`config.mk`:
```
export PLATFORM = sky130hd
export DESIGN_NAME = motor_cmd_packetizer
export DESIGN_NICKNAME = d
export VERILOG_FILES = /design/src/rtl/motor_uart_pkg.sv /design/src/rtl/motor_cmd_packetizer.sv
export SDC_FILE = /design/constraint.sdc
export NUM_CORES = 1
export LEC_CHECK = 0
export ABC_CLOCK_PERIOD_IN_PS = 4400
export BUFFER_PORTS_ARGS = -buffer_cell sky130_fd_sc_hd__buf_4
export CAP_MARGIN = 20
export CORE_MARGIN = 2
export CORE_UTILIZATION = 39
export DETAILED_ROUTE_END_ITERATION = 10
export GPL_TIMING_DRIVEN = 0
export PLACE_DENSITY = 0.72
export SLEW_MARGIN = 10
export SYNTH_ARGS = -nofsm -noshare
export SYNTH_HDL_FRONTEND = slang
export SYNTH_SLANG_ARGS = --single-unit
```
`constraint.sdc`:
```
create_clock -name clk -period 4.4 [get_ports clk]
set_clock_uncertainty 0.1 [all_clocks]
set_input_delay 0.44 -clock clk [delete_from_list [all_inputs] [get_ports clk]]
set_output_delay 0.44 -clock clk [all_outputs]
set_load 0.01 [all_outputs]
```
`src/rtl/motor_uart_pkg.sv`:
```
// Shared types and helpers for the motor command packetizer.
package motor_uart_pkg;

    // Packet framing phases; CSUM is only reachable when checksums are built in
    typedef enum logic [1:0] {
        IDLE = 2'd0,
        HDR  = 2'd1,
        PAY  = 2'd2,
        CSUM = 2'd3
    } pkt_state_t;

    localparam logic [7:0] PKT_HEADER = 8'hAA;

    // Two's-complement negation, so adding the result to acc wraps to zero
    function automatic logic [31:0] pkt_csum(input logic [31:0] acc);
        return (~acc) + 32'd1;
    endfunction

endpackage

```
`src/rtl/motor_cmd_packetizer.sv`:
```
// Frames one command word into HEADER + payload (+ checksum) bytes for the UART TX.
// Optional feature macro: MOTOR_PKT_CHECKSUM_EN appends a zero-sum checksum byte.
module motor_cmd_packetizer
    import motor_uart_pkg::*;
#(
    parameter int                BITS_N        = 8,
    parameter int                PAYLOAD_BYTES = 4,
    parameter logic [BITS_N-1:0] HEADER        = BITS_N'(PKT_HEADER)
) (
    input  logic                        clk,
    input  logic                        rst,
    input  logic [PAYLOAD_BYTES*BITS_N-1:0] cmd_data,
    input  logic                        cmd_valid,
    output logic                        cmd_ready,
    output logic [BITS_N-1:0]           byte_data,
    output logic                        byte_valid,
    input  logic                        byte_ready,
    output logic                        busy
);

    localparam int CMD_W = PAYLOAD_BYTES * BITS_N;
    localparam int IDX_W = $clog2(PAYLOAD_BYTES + 1);

    pkt_state_t         r_state;
    pkt_state_t         w_nextState;
    logic [CMD_W-1:0]   r_cmd;
    logic [IDX_W-1:0]   r_idx;
    logic [BITS_N-1:0]  w_payByte;
    logic               w_lastIdx;
    logic               w_accept;
    logic               w_handshake;

`ifdef MOTOR_PKT_CHECKSUM_EN
    logic [BITS_N-1:0]  r_acc;
    logic [BITS_N-1:0]  w_csum;

    assign w_csum = BITS_N'(pkt_csum(32'(r_acc)));
`endif

    assign w_accept    = cmd_valid && cmd_ready;
    assign w_handshake = byte_valid && byte_ready;
    assign w_lastIdx   = (r_idx == IDX_W'(PAYLOAD_BYTES - 1));

    // Pick payload byte idx of the latched command, most significant byte first
    always_comb begin
        w_payByte = '0;
        for (int i = 0; i < PAYLOAD_BYTES; i++) begin
            if (r_idx == IDX_W'(i)) begin
                w_payByte = r_cmd[CMD_W-1-i*BITS_N -: BITS_N];
            end
        end
    end

    // State register
    always_ff @(posedge clk) begin
        if (rst) begin
            r_state <= IDLE;
        end else begin
            r_state <= w_nextState;
        end
    end

    // Next-state logic: each byte phase advances only on a completed handshake
    always_comb begin
        w_nextState = r_state;
        case (r_state)
            IDLE: if (cmd_valid) w_nextState = HDR;
            HDR:  if (byte_ready) w_nextState = PAY;
            PAY: begin
                if (byte_ready && w_lastIdx) begin
`ifdef MOTOR_PKT_CHECKSUM_EN
                    w_nextState = CSUM;
`else
                    w_nextState = IDLE;
`endif
                end
            end
`ifdef MOTOR_PKT_CHECKSUM_EN
            CSUM: if (byte_ready) w_nextState = IDLE;
`endif
            default: w_nextState = IDLE;
        endcase
    end

    // Moore outputs decoded from registered state only, so byte_ready never reaches byte_valid
    always_comb begin
        cmd_ready  = 1'b0;
        byte_valid = 1'b0;
        byte_data  = '0;
        case (r_state)
            IDLE: cmd_ready = 1'b1;
            HDR: begin
                byte_valid = 1'b1;
                byte_data  = HEADER;
            end
            PAY: begin
                byte_valid = 1'b1;
                byte_data  = w_payByte;
            end
`ifdef MOTOR_PKT_CHECKSUM_EN
            CSUM: begin
                byte_valid = 1'b1;
                byte_data  = w_csum;
            end
`endif
            default: cmd_ready = 1'b0;
        endcase
        busy = !cmd_ready;
    end

    // Command latch and payload index; the command only changes on acceptance in IDLE
    always_ff @(posedge clk) begin
        if (rst) begin
            r_cmd <= '0;
            r_idx <= '0;
        end else begin
            if (w_accept) begin
                r_cmd <= cmd_data;
                r_idx <= '0;
            end else if (r_state == PAY && w_handshake) begin
                r_idx <= r_idx + IDX_W'(1);
            end
        end
    end

`ifdef MOTOR_PKT_CHECKSUM_EN
    // Running modulo-2^BITS_N sum of every byte already sent in this packet
    always_ff @(posedge clk) begin
        if (rst) begin
            r_acc <= '0;
        end else begin
            if (w_accept) begin
                r_acc <= '0;
            end else if (r_state == HDR && w_handshake) begin
                r_acc <= r_acc + HEADER;
            end else if (r_state == PAY && w_handshake) begin
                r_acc <= r_acc + w_payByte;
            end
        end
    end
`endif

endmodule

```
==> impl_metrics.yaml <==
status:
  status: "completed"
clock_network:
  post-cts-setup-buffer-count: 0
  hold_buffers: 0
  cts_tree: "done"
  cts_buffer_depth: 2
  cts_made_buffers: 5
  cts_max_level: 2
  cts_root_buffer: "clkbuf_8"
  clock_latency_ns: 0.29
  path_clk_slew_ns: 0.08
  cts_sinks: 37
  cts.repair.resized: 0
route:
  route.detailed.drc: 0
  ant_nets: 0
  wl_per_cell_microns: 12.3
  viasPerCell: 4.88
  dr.first_iter.drc_count: 59
  drt_pass1_iterations: 4
  drt_wl_total_microns: 4310
  vias: 1702
run:
  maxCapViolations: 0
critical_path:
  slowest_delay_ns: 0.37
  r2r-start: "r_state[0]"
  worstPathArrival_ns: 2.01
  cp-start-kind: "flop"
  required_ns: 3.86
  path_cells: "inv_1 -> ha_1 -> buf_6 -> a21oi_1 -> o21ai_1 -> a311oi_1 -> nor3b_1 -> buf_4"
  path_max_fanout: 10
  cp_slowest_cell: "dfxtp_1"
  path_class: "reg -> out"
  startpoint: "r_idx[0]"
  cp-end-kind: "primary output"
  ff2ff_setup_slack_ns: 2.68
floorplanning:
  io_pins: 47
  start_util: 0.397
  coreArea_sq_mm: 0.00466
  die-area_sq_mm: 0.00532
  die_x_microns: 72.9
  die-height_microns: 72.9
  rows: 25
global_route:
  grt_usage: 0.172
  overflow: 0
  grt_pass1_wl_microns: 7010
  grt_start_max_net_pins: 14
  antenna_found_initial: 0
  grt_pass1_vias: 1635
final_layout:
  mostFrequentLayoutCell: "nand2_1"
  layout_common_cells: "74 x nand2_1, 48 x buf_4, 45 x a21oi_1"
  syn_to_final_growth_pct: 27.2
  drive_gt1_frac: 0.234
  num_antenna_cells: 0
  fin_util: 0.505
  finalNetCount: 339
pwr:
  p_sw_frac: 0.308
  power_density_mw_per_mm2: 352
  ir_worst_vdd_mv: 0.182
  p_leak_uw: 0.000946
  intPower_uw: 574
  clkPwrFrac: 0.295
  p_comb_frac: 0.244
  seq_power_share: 0.462
  power.switching_uw: 256
logic_synthesis:
  synth_ff_type: "dfxtp_1"
  syn_nets: 286
  synth.avg_cell_area_sq_um: 7.68
  synth_edf_count: 0
  ys_seq_elements: 37
  syn_inst: 241
  async_reset_ff_frac: 0
  yosysUniqueCellTypes: 29
  synth_area_sq_mm: 0.00185
  yosysSeqAreaShare: 0.400
  yosysWarnings: 0
placement:
  numPortBuffers: 46
  dp_hpwl_microns: 3290
  place_congestion: 0.846
sta:
  finalWorstPathRequiredPeriod_ns: 2.55
  slew_headroom: 0.703
  slew_viol_final: 0
  rsz0062_at_grt: "no"
  tns_ns: 0
  fin_crit_sh: 0.581
  hold_viol_final: 0
  max_freq_mhz: 392
  tightest_slew_ns: 0.446
  setup_violations: 0
hold_path:
  hp-start: "cmd_data[12]"
  hp-class: "in -> reg"
==> power groups by stage <==
| stage | clock network [uW] | logic (uW) | registers (uW) |
|---|---|---|---|
| final | 245 | 202 | 383 |
| after global routing | 263 | 226 | 386 |
| after CTS | 249 | 204 | 383 |
| after detailed placement | 0 | 204 | 391 |
| after global placement | 0 | 201 | 390 |
| after floorplan | 0 | 137 | 385 |
==> flip-flops by register name (all words and copies together), names as in the netlist <==
register and count:
r_idx 3, r_cmd 32, r_state 2
==> Yosys cell counts, types with 4 or more instances <==
library cell,instances,share of area
a311oi_1,4,0.019
dfxtp_1,37,0.40
a32oi_1,4,0.019
inv_1,6,0.012
buf_6,4,0.024
o21ai_0,6,0.016
nor3b_1,4,0.016
nand2_1,74,0.15
a21oi_1,45,0.12
nand2b_1,13,0.044
buf_2,4,0.011
ha_1,9,0.061
nor2_1,6,0.012
==> cells by family (layout without fill, tap and decap cells) <==
logic type / Yosys count / after routing / share of synthesized area
and+or+nand+nor: 106 / 106 / 0.258
AOI/OAI and AO/OA: 64 / 64 / 0.198
DFF: 37 / 37 / 0.400
buffers and inverters: 22 / 76 / 0.0676
adders and majority gates: 9 / 9 / 0.0608
muxes: 2 / 2 / 0.0108
xor gates and xnor gates: 1 / 1 / 0.00473
==> metal layers <==
| layer | vias to the layer above | track usage | share of wire |
|---|---|---|---|
| met5 | - | 0 | 0 |
| met4 | 0 | 0.0514 | 0.013 |
| met3 | 8 | 0.0580 | 0.052 |
| met2 | 38 | 0.290 | 0.48 |
| met1 | 749 | 0.208 | 0.46 |
| li1 | 907 | - | - |
==> final timing paths <==
| path | cells past startpoint | end |
|---|---|---|
| setup / recovery | 8 | byte_data[1] |
| hold reg to reg | 2 | r_cmd[13] |
| hold / removal | 3 | r_cmd[12] |
| setup reg to reg | 6 | r_cmd[17] |
==> through the flow <==
step                      total power, uW  area (sq um)  setup slack, ns  std cells  hold WS (ns)
after floorplan                       521          1850             2.51        241         0.331
after global placement                591          2260             2.21        341         0.338
after detailed placement              595          2260             2.16        341         0.343
after CTS                             836          2350             1.83        349         0.280
after global routing                  875          2350             1.69        349         0.276
final                                 830          2350             1.85        349         0.280
==> worst max-delay path, delay by kind of cell (launching register included) <==
kind	cells	cell delay [ns]
adders and majority gates	1	0.31
buffers and inverters	3	0.43
DFF	1	0.37
AOI/OAI and AO/OA	3	0.51
and+or+nand+nor	1	0.10
==> area by class of cell <==
| class | instances | area (sq um) |
|---|---|---|
| inverter | 7 | 26.3 |
| multi-input combinational | 182 | 986 |
| clock buffer | 5 | 68.8 |
| sequential | 37 | 741 |
| clock inverter | 3 | 21.3 |
| buffer | 15 | 98.8 |
| fill | 461 | 2310 |
| timing repair buffer | 46 | 345 |
| tap | 54 | 67.6 |
No activity file was read; power rests on OpenSTA's default activity.
